**src/rtl/control_encoder.sv**
```systemverilog
// control_encoder: checks host commands against the decoder's legality rules,
// buffers legal ones in a small FIFO and serializes them as packed
// {encoded_control, data_control} words over a valid/ready link.
module control_encoder #(
  parameter int unsigned DEPTH       = 4,
  parameter int unsigned ISSUE_CNT_W = 16
) (
  input  logic                   clk,
  input  logic                   rst_n,
  input  logic                   cmd_valid,
  output logic                   cmd_ready,
  input  logic [1:0]             cmd_unit_id,
  input  logic [1:0]             cmd_op,
  input  logic [1:0]             cmd_comp,
  input  logic [3:0]             cmd_addr,
  input  logic                   cmd_dvalid,
  input  logic [2:0]             cmd_size,
  input  logic                   flush,
  input  logic                   err_clear,
  output logic                   tx_valid,
  input  logic                   tx_ready,
  output logic [5:0]             encoded_control,
  output logic [7:0]             data_control,
  output logic                   reject_pulse,
  output logic [1:0]             err_status,
  output logic [ISSUE_CNT_W-1:0] issued_cnt,
  output logic [7:0]             reject_cnt
);

  localparam int unsigned WORD_W = 14;
  localparam int unsigned PTR_W  = (DEPTH > 1) ? $clog2(DEPTH) : 1;
  localparam int unsigned CNT_W  = PTR_W + 1;

  localparam logic [1:0] OP_NOP  = 2'b00;
  localparam logic [1:0] OP_COMP = 2'b11;

  typedef enum logic {
    ST_EMPTY  = 1'b0,
    ST_LOADED = 1'b1
  } state_t;

  state_t             state;
  logic [WORD_W-1:0]  mem [DEPTH];
  logic [PTR_W-1:0]   wr_ptr;
  logic [PTR_W-1:0]   rd_ptr;
  logic [CNT_W-1:0]   count;

  logic               accept_c;
  logic               nop_err_c;
  logic               comp_err_c;
  logic               illegal_c;
  logic               push_c;
  logic               pop_c;
  logic               fifo_empty_c;
  logic [CNT_W-1:0]   count_next_c;
  logic [WORD_W-1:0]  cmd_word_c;

  // Handshake, legality and FIFO push/pop decisions for this cycle
  always_comb begin
    accept_c     = cmd_valid && cmd_ready;
    nop_err_c    = (cmd_op == OP_NOP) &&
                   ((cmd_addr != 4'd0) || cmd_dvalid || (cmd_size != 3'd0));
    comp_err_c   = (cmd_op == OP_COMP) && !cmd_dvalid;
    illegal_c    = nop_err_c || comp_err_c;
    push_c       = accept_c && !illegal_c && !flush;
    fifo_empty_c = (count == CNT_W'(0));
    pop_c        = !flush && !fifo_empty_c &&
                   ((state == ST_EMPTY) || tx_ready);
    count_next_c = flush ? CNT_W'(0)
                         : CNT_W'(count + CNT_W'(push_c) - CNT_W'(pop_c));
    cmd_word_c   = {cmd_unit_id, cmd_op, cmd_comp, cmd_addr, cmd_dvalid, cmd_size};
  end

  // FIFO storage; entries need no reset since occupancy qualifies them
  always_ff @(posedge clk) begin
    if (push_c) begin
      mem[wr_ptr] <= cmd_word_c;
    end
  end

  // FIFO pointers, occupancy and the registered ready (full -> not ready)
  always_ff @(posedge clk or negedge rst_n) begin
    if (!rst_n) begin
      wr_ptr    <= '0;
      rd_ptr    <= '0;
      count     <= '0;
      cmd_ready <= 1'b0;
    end else begin
      count     <= count_next_c;
      cmd_ready <= (count_next_c != CNT_W'(DEPTH));
      if (flush) begin
        wr_ptr <= '0;
        rd_ptr <= '0;
      end else begin
        if (push_c) begin
          wr_ptr <= PTR_W'(wr_ptr + PTR_W'(1));
        end
        if (pop_c) begin
          rd_ptr <= PTR_W'(rd_ptr + PTR_W'(1));
        end
      end
    end
  end

  // Output stage: words are held while stalled and kept (unqualified) when empty
  always_ff @(posedge clk or negedge rst_n) begin
    if (!rst_n) begin
      state           <= ST_EMPTY;
      tx_valid        <= 1'b0;
      encoded_control <= '0;
      data_control    <= '0;
    end else if (flush) begin
      state    <= ST_EMPTY;
      tx_valid <= 1'b0;
    end else begin
      case (state)
        ST_EMPTY: begin
          if (pop_c) begin
            state                           <= ST_LOADED;
            tx_valid                        <= 1'b1;
            {encoded_control, data_control} <= mem[rd_ptr];
          end
        end
        ST_LOADED: begin
          if (tx_ready) begin
            if (pop_c) begin
              {encoded_control, data_control} <= mem[rd_ptr];
            end else begin
              state    <= ST_EMPTY;
              tx_valid <= 1'b0;
            end
          end
        end
        default: begin
          state    <= ST_EMPTY;
          tx_valid <= 1'b0;
        end
      endcase
    end
  end

  // Transfer counter (wraps) counts completed link handshakes
  always_ff @(posedge clk or negedge rst_n) begin
    if (!rst_n) begin
      issued_cnt <= '0;
    end else if (tx_valid && tx_ready) begin
      issued_cnt <= ISSUE_CNT_W'(issued_cnt + ISSUE_CNT_W'(1));
    end
  end

  // Reject pulse, saturating reject counter and sticky error bits
  always_ff @(posedge clk or negedge rst_n) begin
    if (!rst_n) begin
      reject_pulse <= 1'b0;
      reject_cnt   <= '0;
      err_status   <= '0;
    end else begin
      reject_pulse <= accept_c && illegal_c && !flush;
      if (accept_c && illegal_c && !flush && (reject_cnt != 8'hFF)) begin
        reject_cnt <= 8'(reject_cnt + 8'd1);
      end
      err_status <= (err_clear ? 2'b00 : err_status) |
                    ((accept_c && !flush) ? {comp_err_c, nop_err_c} : 2'b00);
    end
  end

endmodule

```
**config.mk**
```make
export PLATFORM = sky130hd
export DESIGN_NAME = control_encoder
export DESIGN_NICKNAME = d
export VERILOG_FILES = /design/src/rtl/control_encoder.sv
export SDC_FILE = /design/constraint.sdc
export NUM_CORES = 1
export LEC_CHECK = 0
export BUFFER_PORTS_ARGS = -buffer_cell sky130_fd_sc_hd__buf_4
export CAP_MARGIN = 20
export CORE_MARGIN = 4
export CORE_UTILIZATION = 54
export CTS_BUF_LIST = sky130_fd_sc_hd__clkbuf_4 sky130_fd_sc_hd__clkbuf_8
export CTS_CLUSTER_SIZE = 25
export DETAILED_ROUTE_END_ITERATION = 6
export GPL_TIMING_DRIVEN = 0
export HOLD_SLACK_MARGIN = 0.02
export PLACE_DENSITY = 0.76
export SYNTH_ARGS = -nofsm -noshare
export SYNTH_HDL_FRONTEND = slang
export SYNTH_SLANG_ARGS = --single-unit
```
**constraint.sdc**
```tcl
create_clock -name clk -period 6.4 [get_ports clk]
set_clock_uncertainty 0.15 [all_clocks]
set_input_delay 1.28 -clock clk [delete_from_list [all_inputs] [get_ports clk]]
set_output_delay 1.28 -clock clk [all_outputs]
set_load 0.02 [all_outputs]
```
==> reports/qor.yml, run 1 <==
status: "finished, final reports clean"
cts_max_path_buffers: 2
drt_first_iter_violations: 95
critPathMaxFanout: 6
fin_crit_ns: 3.639
vias_per_cell: 5.327
die-height_um: 98.40
top_layer: "met4"
diodes: 0
vias: 2392
start_util: 0.5623
synth-seq-cells: 107
fin_area_um2: 5174
slew_headroom: 0.4864
maxCapViolations: 0
cp_cell_sequence: "buf_4 > nor4_4 > a211oi_1 > nor3_1 > inv_1 > ha_1 > inv_1 > ha_1 > inv_1 > fa_1 > nor2_1 > nor2_1 > nand2_1"
worstSkewPairLatency_ns: 0.36
tightest_slew_ns: 0.7703
final_cell_mix: "63 x buf_4, 56 x edfxtp_1, 51 x dfrtp_1"
crit_path_max_incr_delay_ns: 0.48
routed_wl_mm: 7.464
cts_tree: "done"
wl_met3_um: 318
hold_buffers: 0
ant_nets: 0
crit_path_top_delay_cell: "fa_1"
drive_above_1_share: 0.3401
final_common_cell: "buf_4"
synth_warnings: 0
post_cts_resized: 0
syn_to_final_growth_pct: 17.24
die_w_um: 98.40
p_leak_nw: 2.055
worst_hold_slack_ns: 0.3286
yosysTopAreaCellShare: 0.3811
syn_area_um2: 4413
antenna_found_initial: 0
path_common_cell: "inv_1"
row_count: 32
routedWlPerCell_um: 16.62
setup_tns_ns: 0
whs_path_depth: 1
grt_pass1_vias: 2527
dr.pass1.iters: 4
hold_viol_final: 0
grtUsageTotal: 0.1658
grt_max_degree: 52
wl_met2_mm: 3.608
grt_overflow: 0
route.detailed.drc: 0
crit_required_ns: 6.50
final_max_slew_viol_count: 0
synth_cells: 269
rsz0062_at_grt: "no"
wl_met1_mm: 3.430
dpl_cell_area_um2: 5006
finalNetCount: 371
powerDensity_nw_per_um2: 354.9
ys_types: 43
reg2regPathDepth: 12
gp_congestion: 0.7673
fin_crit_sh: 0.5685
portBuffers: 62
synth_top_area_cell: "edfxtp_1"
ioPinCount: 63
synth_edf_count: 56
core_um2: 7848
worstSetupPathType: "primary input to register"
arrival_ns: 3.73
syn_area_per_cell_um2: 16.41
ir_drop_v: 0.0001324
post-cts-setup-buffer-count: 0
hpwl_mm: 5.101
numCtsBuffers: 9
cp-end-kind: "register"
ys_top_cells_by_area: "edfxtp_1 38%, dfrtp_1 29%, mux4_2 7.1%, mux2_2 4.1%, xnor2_1 3.4%"
clock-root-buffer: "clkbuf_8"
synth_flop_cell: "edfxtp_1"
max_freq_ghz: 0.2748
ys_seq_area_frac: 0.6703
startpoint_type: "primary input"
dieArea_um2: 9683
clock_sinks: 107
final_util: 0.6593
async_flop_share: 0.4766
hp-class: "register to register"
grt_pass1_wl_mm: 12.45
syn_nets: 298
cts-htree-levels: 3
cts.clk_slew.worst_paths_ns: 0.09
setup_viol: 0
-- layer usage --
| metal | up-vias | track usage |
|---|---|---|
| met5 | - | 0 |
| met2 | 52 | 0.2668 |
| met3 | 8 | 0.04286 |
| met1 | 1186 | 0.2174 |
| met4 | 0 | 0.06513 |
| li1 | 1146 | - |
-- sequential cells by signal (all words and copies together), names as in the netlist --
signal	cells
mem	56
issued_cnt	16
data_control	8
reject_cnt	8
encoded_control	6
count	3
err_status	2
rd_ptr	2
wr_ptr	2
cmd_ready	1
reject_pulse	1
state	1
tx_valid	1
-- synth_stat cells (5+ instances only) --
library cell / number
a21oi_1: 5
and2_1: 5
dfrtp_1: 51
edfxtp_1: 56
ha_1: 8
inv_1: 7
mux2_2: 16
mux4_2: 14
nand2_1: 16
nand3_1: 6
nor2_1: 8
nor3_1: 5
o21ai_0: 5
xnor2_1: 17
xor2_1: 7
-- layout make-up --
cell class / instances / area, µm²
clock buffer: 9 / 123.9
tap: 102 / 127.6
inverter: 7 / 26.28
timing repair buffer: 62 / 465.4
fill: 600 / 2674
sequential: 107 / 2958
buffer: 5 / 37.54
multi-input combinational: 150 / 1391
clock inverter: 7 / 43.79
-- per-stage QoR --
stage | power, mW | worst slack [ns] | std cells
5_1_grt | 1.943 | 2.487 | 449
3_3_place_gp | 1.482 | 2.420 | 433
3_5_place_dp | 1.504 | 2.376 | 433
2_1_floorplan | 1.284 | 2.837 | 269
6_report | 1.836 | 2.761 | 449
4_1_cts | 1.855 | 2.752 | 449
-- path summary, 6_finish.rpt --
kind,start,slack (ns),endpoint
worst min-delay path,issued_cnt[15],0.33,issued_cnt[15]
worst min register to register,issued_cnt[15],0.33,issued_cnt[15]
worst max register to register,count[1],3.63,cmd_ready
max in group asynchronous,rst_n,4.87,encoded_control[2]
worst max-delay path,cmd_dvalid,2.76,cmd_ready
min in group asynchronous,rst_n,0.79,reject_cnt[6]
-- power by group --
group          leakage [nW]  internal, mW  switching, mW  total (mW)
logic                 0.807         0.288          0.282       0.569
clock network        0.0846         0.140          0.220       0.360
registers              1.16         0.828         0.0787       0.907
total                  2.05          1.26          0.580        1.84
-- worst max-delay path, delay by kind of cell --
family / cells / cell delay, ns
simple gates: 5 / 1.05
compound gates: 1 / 0.19
buf+inv: 4 / 0.33
fa+ha+maj: 3 / 0.89
-- logic make-up (layout without fill, tap and decap cells) --
kind of cell               after synthesis  count (layout)  synth area share
and+or+nand+nor                         66              66           0.08874
AOI/OAI and AO/OA                       19              19           0.03346
adders and majority gates                9               9           0.02722
muxes                                   32              32            0.1182
xor gates and xnor gates                24              24           0.04763
DFF                                    107             107            0.6703
buffers and inverters                   12              90           0.01446
Note: power is estimated with default switching activity, not from simulation.
==> run 2: changes to the inputs <==
Settings changed: CORE_UTILIZATION 54 to 53, PLACE_DENSITY 0.76 to 0.78.
Clock period 6.4 ns to 3 ns, I/O delays scaled along.
==> run 2 against run 1 <==
Net effect: highest routed layer unchanged; global-route usage is essentially flat; hold slack worse by 0.23 ns; worst setup slack worse by 2.6 ns; final area rose by 0.36%; flip-flop and latch count is the same; via count grew 2.1%; combinational power grew 110%; count of clock-buffer cells in the layout increased by 2; sequential power increased by 110%; register-to-register slack lost 3.4 ns; non-clock buffer count did not move; clock power rose by 120%.
==> reports/qor.yml, run 2 (synthesized netlist as in run 1, its figures left out) <==
fin_crit_ns: 2.848
row_count: 33  # +3.1%
clock-root-buffer: "clkbuf_8"
crit_path_max_incr_delay_ns: 0.47  # about the same
worst_slack_ns: 0.1521  # -2.609 ns
final_cell_mix: "63 x buf_4, 56 x edfxtp_1, 51 x dfrtp_1"
rsz0062_at_grt: "no"
regMostFlops: "mem"
r2r_start: "count[1]"
reg2reg_slack_ns: 0.20  # -3.43 ns
max_freq_ghz: 0.3511
hold_viol_final: 0  # unchanged
cts-htree-levels: 3  # unchanged
final_common_cell: "buf_4"
grt_overflow: 0  # unchanged
crit_required_ns: 3.11  # -3.39 ns
reg2regPathDepth: 12  # unchanged
path_delay_family: "simple AND/OR/NAND/NOR gates"
cp_cell_sequence: "buf_4 > nor4_4 > a211oi_1 > nor3_2 > inv_1 > ha_1 > inv_1 > ha_1 > inv_1 > fa_1 > nor2_1 > nor2_1 > nand2_1"
numCtsBuffers: 9  # unchanged
clock_sinks: 107  # unchanged
antenna_found_initial: 0  # unchanged
top_regs: "mem: 56 flops, issued_cnt: 16 flops"
cp-end-kind: "register"
dp.cells: 436  # +0.69%
crit_path_top_delay_cell: "fa_1"
finalNetCount: 371  # unchanged
diodes: 0  # unchanged
setup_tns_ns: 0  # unchanged
routedWlPerCell_um: 17.02  # +2.4%
cts.clk_slew.worst_paths_ns: 0.10  # about the same
fin_crit_sh: 0.9493
cts_max_path_buffers: 2  # unchanged
status: "finished, final reports clean"
ir_drop_v: 0.0003171  # +140%
ioPinCount: 63  # unchanged
hp-class: "primary input to async pin"
power_mw: 3.960  # +120%
die_w_um: 99.25  # +0.86%
die-height_um: 99.25  # +0.86%
vias: 2443  # +2.1%
grt_pass1_vias: 2517  # -0.40%
vias_per_cell: 5.405  # +1.5%
dr.pass1.iters: 4  # unchanged
grt_max_degree: 52  # unchanged
path_common_cell: "inv_1"
cts_tree: "done"
final_max_slew_viol_count: 0  # unchanged
hpwl_mm: 5.375  # +5.4%
routed_wl_mm: 7.693  # +3.1%
dpl_cell_area_um2: 5010  # about the same
pre_cts_ws_ns: -0.3875  # -2.763 ns
fin_area_um2: 5192  # +0.36%
portBuffers: 62  # unchanged
largest_reg_flops: 56  # unchanged
maxCapViolations: 0  # unchanged
stdcell_count: 452  # +0.67%
cp.buffers_inverters: 4  # unchanged
worstSkewPairLatency_ns: 0.36  # about the same
arrival_ns: 2.96  # -0.77 ns
drt_first_iter_violations: 85  # -11%
worstSetupPathType: "primary input to register"
p_leak_nw: 2.057  # about the same
dieArea_um2: 9851  # +1.7%
start_util: 0.5398  # -0.02255
gp_congestion: 0.7759  # +1.1%
setup_viol: 0  # unchanged
slew_headroom: 0.4858  # -0.0006230
route.detailed.drc: 0  # unchanged
tightest_slew_ns: 0.7713  # +0.0009357 ns
core_um2: 8175  # +4.2%
timing.rr.end: "cmd_ready"
grtUsageTotal: 0.1662  # +0.0003607
drive_above_1_share: 0.3458  # +0.005764
startpoint_type: "primary input"
worst_hold_slack_ns: 0.09883  # -0.2298 ns
powerDensity_nw_per_um2: 762.6  # +110%
critPathMaxFanout: 6  # unchanged
grt_pass1_wl_mm: 12.43  # -0.22%
final_util: 0.6351  # -0.02414
ant_nets: 0  # unchanged
syn_to_final_growth_pct: 17.66
-- run 2: cell types whose count changed in the layout (fill, tap and decap cells not counted) --
cell        previous run  this run
clkbuf_4               0         2
clkinvlp_4             0         2
clkinv_1               2         1
clkinv_2               1         0
clkinv_4               2         1
clkinvlp_2             1         0
inv_6                  1         0
inv_8                  0         1
nor3_1                 5         4
nor3_2                 0         1
-- run 2: layer usage --
| layer | GRT usage | part of all wire | vias to the layer above |
|---|---|---|---|
| li1 | - | - | 1148 |
| met5 | 0 | 0 | - |
| met2 | 0.2784 | 0.52 | 59 |
| met1 | 0.2132 | 0.42 | 1226 |
| met4 | 0.05987 | 0.015 | 0 |
| met3 | 0.03927 | 0.047 | 10 |
-- run 2: final cells by class --
class / count / area, µm²
fillers: 620 / 2983
flip-flops and latches: 107 / 2958
multi-input cells: 150 / 1396
repair buffers: 62 / 465.4
clock buffers: 11 / 138.9
well taps: 105 / 131.4
clock inverters: 5 / 38.79
plain buffers: 5 / 37.54
inverters: 7 / 26.28
-- run 2: worst reg2reg max path: stages (launching register included) --
cell	delay (ns)
dfrtp_1	0.45
or3_1	0.41
nand2_1	0.12
nor2_2	0.10
buf_6	0.20
ha_1	0.32
inv_1	0.07
ha_1	0.13
inv_1	0.04
fa_1	0.47
nor2_1	0.05
nor2_1	0.13
nand2_1	0.07
-- run 2: timing repair --
item,in CTS,in global routing
setup endpoints to repair,1,1
resized for setup,1,0
pin swaps,0,1
buffers inserted,0,0
hold buffers,0,0
-- run 2: how the worst max path moves through the flow --
| stage | start | to | slack [ns] | cells past startpoint |
|---|---|---|---|---|
| after floorplan | cmd_dvalid | cmd_ready | 0.12 | 12 |
| after global placement | cmd_dvalid | cmd_ready | -0.33 | 13 |
| after detailed placement | cmd_dvalid | cmd_ready | -0.39 | 13 |
| after CTS | cmd_dvalid | cmd_ready | 0.11 | 13 |
| after global routing | cmd_addr[2] | cmd_ready | 0.002 | 13 |
| final | cmd_dvalid | cmd_ready | 0.15 | 13 |
-- run 2: power by group --
group	leakage [nW]	switching, mW	total [mW]	internal (mW)
combinational	0.808	0.603	1.22	0.613
sequential	1.16	0.175	1.94	1.77
clock	0.0859	0.477	0.802	0.325
total	2.06	1.25	3.96	2.71
